**config.mk**
```make
export PLATFORM = sky130hd
export DESIGN_NAME = simon_host_ctrl
export DESIGN_NICKNAME = d
export VERILOG_FILES = /design/src/rtl/simon_host_ctrl.sv
export SDC_FILE = /design/constraint.sdc
export NUM_CORES = 1
export LEC_CHECK = 0
export CAP_MARGIN = 20
export CORE_AREA = 2 2 355 357
export CTS_CLUSTER_DIAMETER = 60
export DETAILED_ROUTE_END_ITERATION = 8
export DIE_AREA = 0 0 357 359
export GPL_ROUTABILITY_DRIVEN = 0
export GPL_TIMING_DRIVEN = 1
export PLACE_DENSITY = 0.48
export SLEW_MARGIN = 20
export SYNTH_ARGS = -nofsm -noshare
export SYNTH_HDL_FRONTEND = slang
export SYNTH_SLANG_ARGS = --single-unit
```
**constraint.sdc**
```tcl
create_clock -name clk -period 26 [get_ports clk]
set_input_delay 5.2 -clock clk [delete_from_list [all_inputs] [get_ports clk]]
set_output_delay 5.2 -clock clk [all_outputs]
set_load 0.01 [all_outputs]
```
**src/rtl/simon_host_ctrl.sv**
```systemverilog
// Host-side sequencer for a SIMON block-cipher core. It turns key and data valid/ready
// streams into newKey/newData requests and collects results into a small FIFO.
// Latency: accept to newData is 1 cycle. doneData to out_valid is 1 cycle when the FIFO has room.
// Backpressure: when the FIFO is full, readData is withheld, so the core holds doneData.
// The data FSM then stalls in D_BUSY and in_ready stays low.
// Ports:
//   clk, R                         clock and asynchronous active-high reset
//   key_valid/key_in/key_ready     key stream (word 0 in LSBs); takes priority over data
//   in_valid/in_data/in_mode/in_ready  block stream, in_mode 1 = encrypt
//   out_valid/out_data/out_ready   result stream, head of the output FIFO
//   newKey/key, newData/plain/enc_dec  requests and registered operands to the core
//   ldKey, ldData                  core acknowledges that it latched the operands
//   doneData/cipher/readData       core result and the host acknowledge

module simon_host_ctrl #(
    parameter int N    = 64,
    parameter int M    = 3,
    parameter int OBUF = 2
) (
    input  logic             clk,
    input  logic             R,
    input  logic             key_valid,
    input  logic [M*N-1:0]   key_in,
    output logic             key_ready,
    input  logic             in_valid,
    input  logic [2*N-1:0]   in_data,
    input  logic             in_mode,
    output logic             in_ready,
    output logic             out_valid,
    output logic [2*N-1:0]   out_data,
    input  logic             out_ready,
    output logic             newData,
    output logic             newKey,
    output logic [2*N-1:0]   plain,
    output logic [M*N-1:0]   key,
    output logic             enc_dec,
    output logic             readData,
    input  logic             ldData,
    input  logic             ldKey,
    input  logic             doneData,
    input  logic [2*N-1:0]   cipher
);

    localparam int AW = (OBUF > 1) ? $clog2(OBUF) : 1;
    localparam logic [AW:0] FULL_CNT = (AW+1)'(OBUF);

    typedef enum logic [1:0] {K_IDLE, K_REQ, K_REL} k_state_t;
    typedef enum logic [1:0] {D_IDLE, D_REQ, D_REL, D_BUSY} d_state_t;
    typedef enum logic {RD_IDLE, RD_ACK} rd_state_t;

    k_state_t  k_state, k_next;
    d_state_t  d_state, d_next;
    rd_state_t rd_state, rd_next;

    logic            key_loaded;
    logic            key_acc, in_acc, key_done;
    logic            cap, pop, full;

    logic [2*N-1:0]  buf_mem [OBUF];
    logic [AW-1:0]   wr_ptr, rd_ptr;
    logic [AW:0]     count;

    assign full      = (count == FULL_CNT);
    assign out_valid = (count != '0);
    assign out_data  = buf_mem[rd_ptr];
    assign pop       = out_valid & out_ready;
    // One capture per doneData high period: leaving RD_IDLE blocks re-capture until doneData falls.
    assign cap       = (rd_state == RD_IDLE) & doneData & ~full;
    assign key_acc   = key_valid & key_ready;
    assign in_acc    = in_valid & in_ready;
    assign key_done  = (k_state == K_REL) & ~ldKey;

    always_comb begin
        k_next    = k_state;
        d_next    = d_state;
        rd_next   = rd_state;
        key_ready = 1'b0;
        in_ready  = 1'b0;
        newKey    = 1'b0;
        newData   = 1'b0;
        readData  = 1'b0;

        // Key changes only while no block is in flight in the core.
        case (k_state)
            K_IDLE: begin
                key_ready = (d_state == D_IDLE);
                if (key_valid && (d_state == D_IDLE)) k_next = K_REQ;
            end
            K_REQ: begin
                newKey = 1'b1;
                if (ldKey) k_next = K_REL;
            end
            K_REL:   if (!ldKey) k_next = K_IDLE;
            default: k_next = K_IDLE;
        endcase

        // A pending key offer masks in_ready, which gives the key priority.
        case (d_state)
            D_IDLE: begin
                in_ready = key_loaded & (k_state == K_IDLE) & ~key_valid;
                if (in_valid && key_loaded && (k_state == K_IDLE) && !key_valid) d_next = D_REQ;
            end
            D_REQ: begin
                newData = 1'b1;
                if (ldData) d_next = D_REL;
            end
            D_REL:   if (!ldData) d_next = D_BUSY;
            D_BUSY:  if (cap) d_next = D_IDLE;
            default: d_next = D_IDLE;
        endcase

        case (rd_state)
            RD_IDLE: if (cap) rd_next = RD_ACK;
            RD_ACK: begin
                readData = 1'b1;
                if (!doneData) rd_next = RD_IDLE;
            end
            default: rd_next = RD_IDLE;
        endcase
    end

    always_ff @(posedge clk or posedge R) begin
        if (R) begin
            k_state    <= K_IDLE;
            d_state    <= D_IDLE;
            rd_state   <= RD_IDLE;
            key_loaded <= 1'b0;
            key        <= '0;
            plain      <= '0;
            enc_dec    <= 1'b0;
        end else begin
            k_state  <= k_next;
            d_state  <= d_next;
            rd_state <= rd_next;
            if (key_done) key_loaded <= 1'b1;
            if (key_acc)  key <= key_in;
            if (in_acc) begin
                plain   <= in_data;
                enc_dec <= in_mode;
            end
        end
    end

    // Output FIFO. When it is full, cap is already low, so a simultaneous pop
    // frees the slot and the held doneData is captured on the following cycle.
    always_ff @(posedge clk or posedge R) begin
        if (R) begin
            wr_ptr <= '0;
            rd_ptr <= '0;
            count  <= '0;
            for (int i = 0; i < OBUF; i++) buf_mem[i] <= '0;
        end else begin
            if (cap) begin
                buf_mem[wr_ptr] <= cipher;
                wr_ptr          <= wr_ptr + 1'b1;
            end
            if (pop) rd_ptr <= rd_ptr + 1'b1;
            case ({cap, pop})
                2'b10:   count <= count + 1'b1;
                2'b01:   count <= count - 1'b1;
                default: count <= count;
            endcase
        end
    end

endmodule

```
Word level (Yosys, flattened, before mapping)
Index checks and enable logic that the tools add are counted.

Output and inout bits: 455. Memories: 0. Bits in latches: 0. Input bits: 457. Flip-flop bits (word level): 587. RAM bits: 0. Word-level logic and storage cells: 84. Memory bits (read-only): 0.

Div/mod/pow operators: 0. Shifts and indexed selects: 0. Multiply operators: 0. Reductions and logical operators: 12. Bitwise logic cells: 14. Order comparisons: 3. Add/subtract/negate cells: 4. Equal/unequal tests: 15. Muxes and demuxes: 24.

Operator list (count): $mux 128 (4); $bwmux 256 (1); $demux 128 s1 (1); $mux 2 (7); $ne 2x2->1 const B (6); $eq 2x2->1 const B (5); $and 1x1->1 (8); $pmux 2 s4 (1); $mux 1 (7); $eq 2x1->1 const B (3); $pmux 2 s3 (1); $logic_and 1x1->1 (5); $ge 2x2->1 const B (2); $logic_not 2->1 (2); $not 1->1 (4); $not 1->2 (2); $pmux 2 s2 (1); $reduce_and 4->1 (1); $reduce_bool 2->1 (2); $reduce_and 3->1 (1); $add 1x1->1 const B (2); $add 2x1->2 const B (1); $lt 2x1->1 const B (1); $ne 2x1->1 const B (1); other kinds (3) (3).

Longest topological paths before layout
Gate-level depths: netlist of run 1.

Word-level depth: 6. Gate-level depth with buffers: 7. Mapped depth without buffers: 6.

Least setup slack after synthesis of run 1
Ideal clock, no wire load.

Path type: in2out. Start: input key_valid. End: output in_ready. Path buffers: 0. Arrival time: 5547 ps. Required time: 20800 ps. Stages: 2. Slack: 15253 ps. Cells stage by stage: nor2b_1 and3_1.

Longest elaborated chain between the ends: 3.

Ends and longest elaborated chain: start: declaration (line 22) `input logic key_valid,`; $not 1->1 (line 100) `in_ready = key_loaded & (k_state == K_IDLE) & ~key_valid;`; $and 1x1->1 (line 100); $mux 1 (line 98) `case (d_state)`; end: declaration (line 28) `output logic in_ready,`.

No other way between the ends.

Worst setup path in the final report of run 1
Ends and elaborated chain as after synthesis.

==> results.md, run 1 <==
- **endpoint type of the worst setup path** primary output
- **kind of cell with the highest combined delay on the critical path** buffers and inverters
- **Crit path top cell by count** sky130_fd_sc_hd__clkdlybuf4s50_1
- **status** finished clean
- **type of origin of the critical path** primary input
- **cell type contributing the most total cell area after synthesis** sky130_fd_sc_hd__dfrtp_1
- **combinational group share of total power** 44.5%
- **share of the synthesized area in the top cell type** 62.0%
- **floorplan die area** 128,000 µm²
- **cell breakdown of the critical path** clkdlybuf4s50_1 > nor2b_1 > and3_1 > clkdlybuf4s50_1
- **nets in the synthesized netlist** 1,873
- **height of the die** 359 µm
- **Final setup violation count** 0
- **post-synthesis async set-or-reset flop share** 100%
- **most frequent cell after synthesis** sky130_fd_sc_hd__mux2_2
- **worst endpoint required time** 20.80 ns
- **post-layout minimum cycle time** 12.22 ns
- **switching component of the power** 1.55 mW
- **register-to-register path setup slack** 22.78 ns
- **static leakage power** 15.1 nW
- **routed vias** 15,800
- **proportion of layout cells with a drive suffix above 1** 34.8%
- **Sinks on Clock Net** 587
- **dominant synthesized flop cell** sky130_fd_sc_hd__dfrtp_1
- **TNS Setup** 0 ns
- **Layout Nets** 2,803
- **instance area at placement** 34,300 µm²
- **yosys synthesis warning count** 0
- **root buffer cell** sky130_fd_sc_hd__clkbuf_16
- **Max stage delay on crit path** 0.64 ns
- **area of combinational cells with multiple inputs** 8320 µm²
- **Post-synth top cells** 677 x sky130_fd_sc_hd__mux2_2, 587 x sky130_fd_sc_hd__dfrtp_1, 44 x sky130_fd_sc_hd__buf_6
- **final setup slack of the worst path** 13.78 ns
- **setup repair after global routing missed its margin** no
- **routed vias/inst** 3.87
- **Internal Pwr Total** 3.40 mW
- **switching share of power** 31.3%
- **crit path max-delay cell type** sky130_fd_sc_hd__clkdlybuf4s50_1
- **clock skew** 0.0299 ns
- **flop and latch count out of synthesis** 587
- **Max-slew headroom** 25.6%
- **global-route wire length before repair** 124 mm
- **total routing usage reported by global routing** 13.2%
- **Tot Pwr** 4.95 mW
- **top area cells in the synthesized netlist** sky130_fd_sc_hd__dfrtp_1 62%, sky130_fd_sc_hd__mux2_2 32%, sky130_fd_sc_hd__buf_6 2.1%
- **CP Class** in2out
- **wire per inst** 21.2 µm
- **total global routing overflow** 0
- **Setup Buffers After CTS** 0
- **CTS clk-pin slew, worst paths** 0.05 ns
- **I/O pin count** 912
- **fin area** 37,200 µm²
- **clock tree from TritonCTS** yes
- **critical path fanouts, max** 2
- **count of routing violations after the opening detailed-route iteration** 546
- **drt pass-1 iters** 4
- **worst setup timing slack at the placement stage** 13.72 ns
- **CTS Hold Bufs** 0
- **Clock Power Share** 22.5%
- **Hold Vio Cnt, Final** 0
- **period utilisation layout** 47.0%
- **number of global-route vias before repair** 17,700
- **DPL Wire Length** 65.3 mm
- **Core Area** 125,000 µm²
- **Max H-tree Level** 3
- **share of the yosys chip area belonging to registers** 62.0%
- **Slew Viols, Final** 0
- **number of filler cells placed in the layout** 12,600
- **clk_lat worst skew** 0.67 ns
- **count of flip-flops with a built-in enable after synthesis** 0
- **Detailed Route WL** 86.4 mm
- **total standard cell area after synthesis** 23,700 µm²
- **Flop pwr share** 33.0%
- **DRC violation count after routing** 0
- **initial standard-cell utilization of the core** 19.0%
- **path type of the worst min-delay path** reg2reg
- **data arrival time of the critical path** 7.02 ns
- **clock buffer depth** 3
- **number of buffers inserted by port buffering** 911
- **die extent in x** 357 µm
- **Row Count** 130
- **power per unit of standard cell area** 133 nW/µm²
- **number of gates resized after CTS** 0
- **Max Fclk** 0.0818 GHz
- **max-capacitance violation count** 0
- **antenna-violating nets left** 0
- **worst path buffer plus inverter count** 2
- **number of antenna violations at the first check in global routing** 63
- **area added between synthesis and finish** 56.9%
- **number of distinct standard cells referenced by the synthesized netlist** 29
- **Seq. cell area** 14,700 µm²
- **number of standard cells after synthesis** 1,410
- **largest voltage drop on the vdd net** 0.0000590 V
- **number of buffers created by CTS** 78
- **Avg Cell Area, Syn** 16.8 µm²
- **Worst Max-Slew Pin Slew** 1.12 ns
- **maximum number of pins on one net before global-route repair** 152
-- layer usage --
metal | GRT usage, % | share of wire [%] | vias to the layer above
li1 | - | - | 6930
met1 | 13.2 | 34 | 8000
met2 | 22.5 | 50 | 592
met3 | 7.66 | 12 | 186
met4 | 5.20 | 3.0 | 54
met5 | 0 | 0.39 | -
-- registers in the layout, summed over array words and instances, names as in the netlist --
register / count
buf_mem: 256
count: 2
d_state: 2
enc_dec: 1
k_state: 2
key: 192
key_loaded: 1
plain: 128
rd_ptr: 1
rd_state: 1
wr_ptr: 1
-- cell families (layout without fill, tap and decap cells) --
group	count (synthesis)	after routing	share of synthesized area, %
multiplexers	708	708	33.8
flip-flops	587	587	62.0
buffers and inverters	82	1074	3.02
AND/OR/NAND/NOR	17	17	0.523
adder cells (fa/ha/maj)	6	6	0.317
AO/OA/AOI/OAI	5	5	0.169
XOR/XNOR	5	5	0.185
other	0	25	0
-- layout by cell type (no fill, tap or decap), drive strengths merged, types with 3 or more instances in the layout --
| cell type | instances |
|---|---|
| clkdlybuf4s50 | 911 |
| mux2 | 707 |
| dfrtp | 587 |
| clkbuf | 111 |
| diode | 25 |
| clkinv | 17 |
| buf | 17 |
| inv | 9 |
| bufinv | 8 |
| ha | 6 |
| nor2 | 4 |
| xnor2 | 3 |
| nand2b | 3 |
-- worst register-to-register path, stage by stage, from the launching register on --
cell and delay [ns]:
sky130_fd_sc_hd__dfrtp_1 0.41, sky130_fd_sc_hd__nand2b_4 0.17, sky130_fd_sc_hd__nand3b_4 0.12, sky130_fd_sc_hd__nor2_4 0.49, sky130_fd_sc_hd__buf_4 0.62, sky130_fd_sc_hd__buf_4 0.77, sky130_fd_sc_hd__mux2_2 0.53
-- metrics by stage --
stage / cells / util (%) / hold slack, ns
floorplan: 1410 / - / 0.435
global placement: 3907 / 27.6 / 0.478
detailed placement: 3907 / 27.6 / 0.472
CTS: 4049 / 29.7 / 0.492
global route: 4071 / 29.8 / 0.510
finish: 4077 / 29.8 / 0.489
-- final timing paths --
kind / start / endpoint / cells past startpoint
setup / recovery: key_valid / in_ready / 4
hold / removal: plain[55]$_DFFE_PP0P_ / plain[55]$_DFFE_PP0P_ / 1
setup reg to reg: count[0]$_DFFE_PP0P_ / buf_mem[213]$_DFFE_PP0P_ / 6
hold reg to reg: plain[55]$_DFFE_PP0P_ / plain[55]$_DFFE_PP0P_ / 1
max in group asynchronous: R / plain[35]$_DFFE_PP0P_ / 6
min in group asynchronous: R / key[167]$_DFFE_PP0P_ / 2
-- power groups by stage --
stage	combinational (mW)	clock, mW	sequential (mW)
global placement	2.20	0	1.64
floorplan	0.954	0	1.70
CTS	2.23	1.16	1.65
finish	2.20	1.11	1.63
detailed placement	2.22	0	1.66
global route	2.34	1.20	1.70
-- final cells by class --
cell class | count | area share, %
Antenna cell | 25 | 0.168
Clock buffer | 111 | 5.99
Clock inverter | 31 | 1.30
Inverter | 4 | 0.0606
Multi-Input combinational cell | 741 | 22.4
Sequential cell | 587 | 39.5
Tap cell | 1650 | 5.55
Timing Repair Buffer | 928 | 25.1
(Power assumes the default switching activity.)
==> run 2: changes to the inputs <==
==> constraint.sdc (replaced) <==
create_clock -name clk -period 11.91 [get_ports clk]
set_input_delay 2.382 -clock clk [delete_from_list [all_inputs] [get_ports clk]]
set_output_delay 2.382 -clock clk [all_outputs]
set_load 0.01 [all_outputs]
==> run 2 against run 1 <==
Clock-buffer cell count grew 1. Clock power grew 120%. Critical path depth unchanged. Critical path type unchanged. Largest cell class unchanged.
==> results.md, run 2 (synthesized netlist as in run 1, its figures left out) <==
- **status** finished clean
- **number of buffers created by CTS** 79
- **period utilisation layout** 53.1%
- **Hold Vio Cnt, Final** 0
- **Max Fclk** 0.158 GHz
- **static leakage power** 15.0 nW
- **initial standard-cell utilization of the core** 19.0%
- **Row Count** 130
- **antenna-violating nets left** 0
- **CTS clk-pin slew, worst paths** 0.05 ns
- **power per unit of standard cell area** 291 nW/µm²
- **setup repair after global routing missed its margin** no
- **Worst Max-Slew Pin Slew** 1.14 ns
- **clk_lat worst skew** 0.66 ns
- **Sinks on Clock Net** 587
- **TNS Setup** 0 ns
- **DPL Wire Length** 67.2 mm
- **endpoint type of the worst setup path** primary output
- **area added between synthesis and finish** 56.6%
- **die extent in x** 357 µm
- **worst endpoint required time** 9.53 ns
- **root buffer cell** sky130_fd_sc_hd__clkbuf_16
- **count of routing violations after the opening detailed-route iteration** 559
- **commonest non-fill, non-tap cell in the layout** sky130_fd_sc_hd__clkdlybuf4s50_1
- **proportion of layout cells with a drive suffix above 1** 34.7%
- **number of gates resized after CTS** 0
- **most frequent cells in the layout** 911 x sky130_fd_sc_hd__clkdlybuf4s50_1, 677 x sky130_fd_sc_hd__mux2_2, 586 x sky130_fd_sc_hd__dfrtp_1
- **routed vias** 15,800
- **Max H-tree Level** 3
- **number of global-route vias before repair** 17,500
- **number of antenna violations at the first check in global routing** 60
- **total routing usage reported by global routing** 13.6%
- **Layout Nets** 2,802
- **DRC violation count after routing** 0
- **type of origin of the critical path** primary input
- **clock buffer depth** 3
- **height of the die** 359 µm
- **max-capacitance violation count** 0
- **crit path max-delay cell type** sky130_fd_sc_hd__clkdlybuf4s50_1
- **Core Area** 125,000 µm²
- **largest registers in the final layout** buf_mem: 256 flops, key: 192 flops, plain: 128 flops
- **global-route wire length before repair** 127 mm
- **I/O pin count** 912
- **Detailed Route WL** 88.5 mm
- **Setup Buffers After CTS** 0
- **Max stage delay on crit path** 0.61 ns
- **floorplan die area** 128,000 µm²
- **clock tree from TritonCTS** yes
- **total global routing overflow** 0
- **CTS Hold Bufs** 0
- **Crit path top cell by count** sky130_fd_sc_hd__clkdlybuf4s50_1
- **path type of the worst min-delay path** reg2reg
- **post-layout minimum cycle time** 6.32 ns
- **CP Class** in2out
- **cell breakdown of the critical path** clkdlybuf4s50_1 > nor2b_1 > and3_1 > clkdlybuf4s50_1
- **number of buffers inserted by port buffering** 911
- **flip-flop count of the largest register after layout** 256
- **routed vias/inst** 3.88
- **worst setup timing slack at the placement stage** 5.57 ns
- **largest voltage drop on the vdd net** 0.000136 V
- **Max-slew headroom** 24.3%
- **Reg with most FFs** buf_mem
- **clock skew** 0.0308 ns
- **Final setup violation count** 0
- **Slew Viols, Final** 0
- **drt pass-1 iters** 4
- **final setup slack of the worst path** 5.59 ns
- **data arrival time of the critical path** 3.94 ns
- **maximum number of pins on one net before global-route repair** 154
- **critical path fanouts, max** 2
- **wire per inst** 21.8 µm
run 2: cell count changes in the layout (fill, tap and decap cells not counted), sizes merged:
cell,change
buf,-2
clkbuf,+1
clkinv,-4
clkinvlp,+3
diode,-5
inv,-1
run 2: worst max-delay path: cells and delay by family:
kind,cells,cell delay [ns]
buffers and inverters,2,1.04
and+or+nand+nor,2,0.52
run 2: per-stage QoR:
step	util, %	hold WS, ns	power, mW	area, µm²	std cells
after detailed placement	27.6	0.484	8.47	34400	3907
after global placement	27.6	0.479	8.37	34400	3907
after CTS	29.7	0.498	11.0	37000	4048
after global routing	29.8	0.508	11.4	37100	4061
final	29.8	0.492	10.8	37100	4069
after floorplan	-	0.435	5.81	23700	1410
run 2: path summary, 6_finish.rpt:
check / from / to / slack [ns] / depth (start not counted)
worst max-delay path: key_valid / in_ready / 5.59 / 4
worst min-delay path: plain[111]$_DFFE_PP0P_ / plain[111]$_DFFE_PP0P_ / 0.49 / 1
worst max register to register: count[0]$_DFFE_PP0P_ / buf_mem[198]$_DFFE_PP0P_ / 8.60 / 6
worst min register to register: plain[111]$_DFFE_PP0P_ / plain[111]$_DFFE_PP0P_ / 0.49 / 1
max in group asynchronous: R / buf_mem[109]$_DFFE_PP0P_ / 7.25 / 5
min in group asynchronous: R / plain[93]$_DFFE_PP0P_ / 2.10 / 2
run 2: cell type report:
class                      instances  area [µm²]
tap                             1650        2060
multi-input combinational        741        8320
sequential                       587       14700
timing repair buffer             926        9300
clock inverter                    29         420
fill                           12600       87500
antenna                           20        50.0
clock buffer                     112        2250
inverter                           4        18.8
run 2: routing by layer:
layer / track usage (%) / part of all wire [%] / up-vias
met3: 7.50 / 12 / 203
met5: 0 / 0.36 / -
met4: 6.40 / 3.7 / 50
li1: - / - / 6911
met2: 21.8 / 48 / 597
met1: 14.4 / 36 / 8029
run 2: power by group:
part           total, mW  internal (mW)  leakage, nW  switching (mW)
sequential          3.57           3.02         7.00           0.551
clock               2.43           1.50         1.30           0.936
combinational       4.79           2.90         6.72            1.90
total               10.8           7.41         15.0            3.38
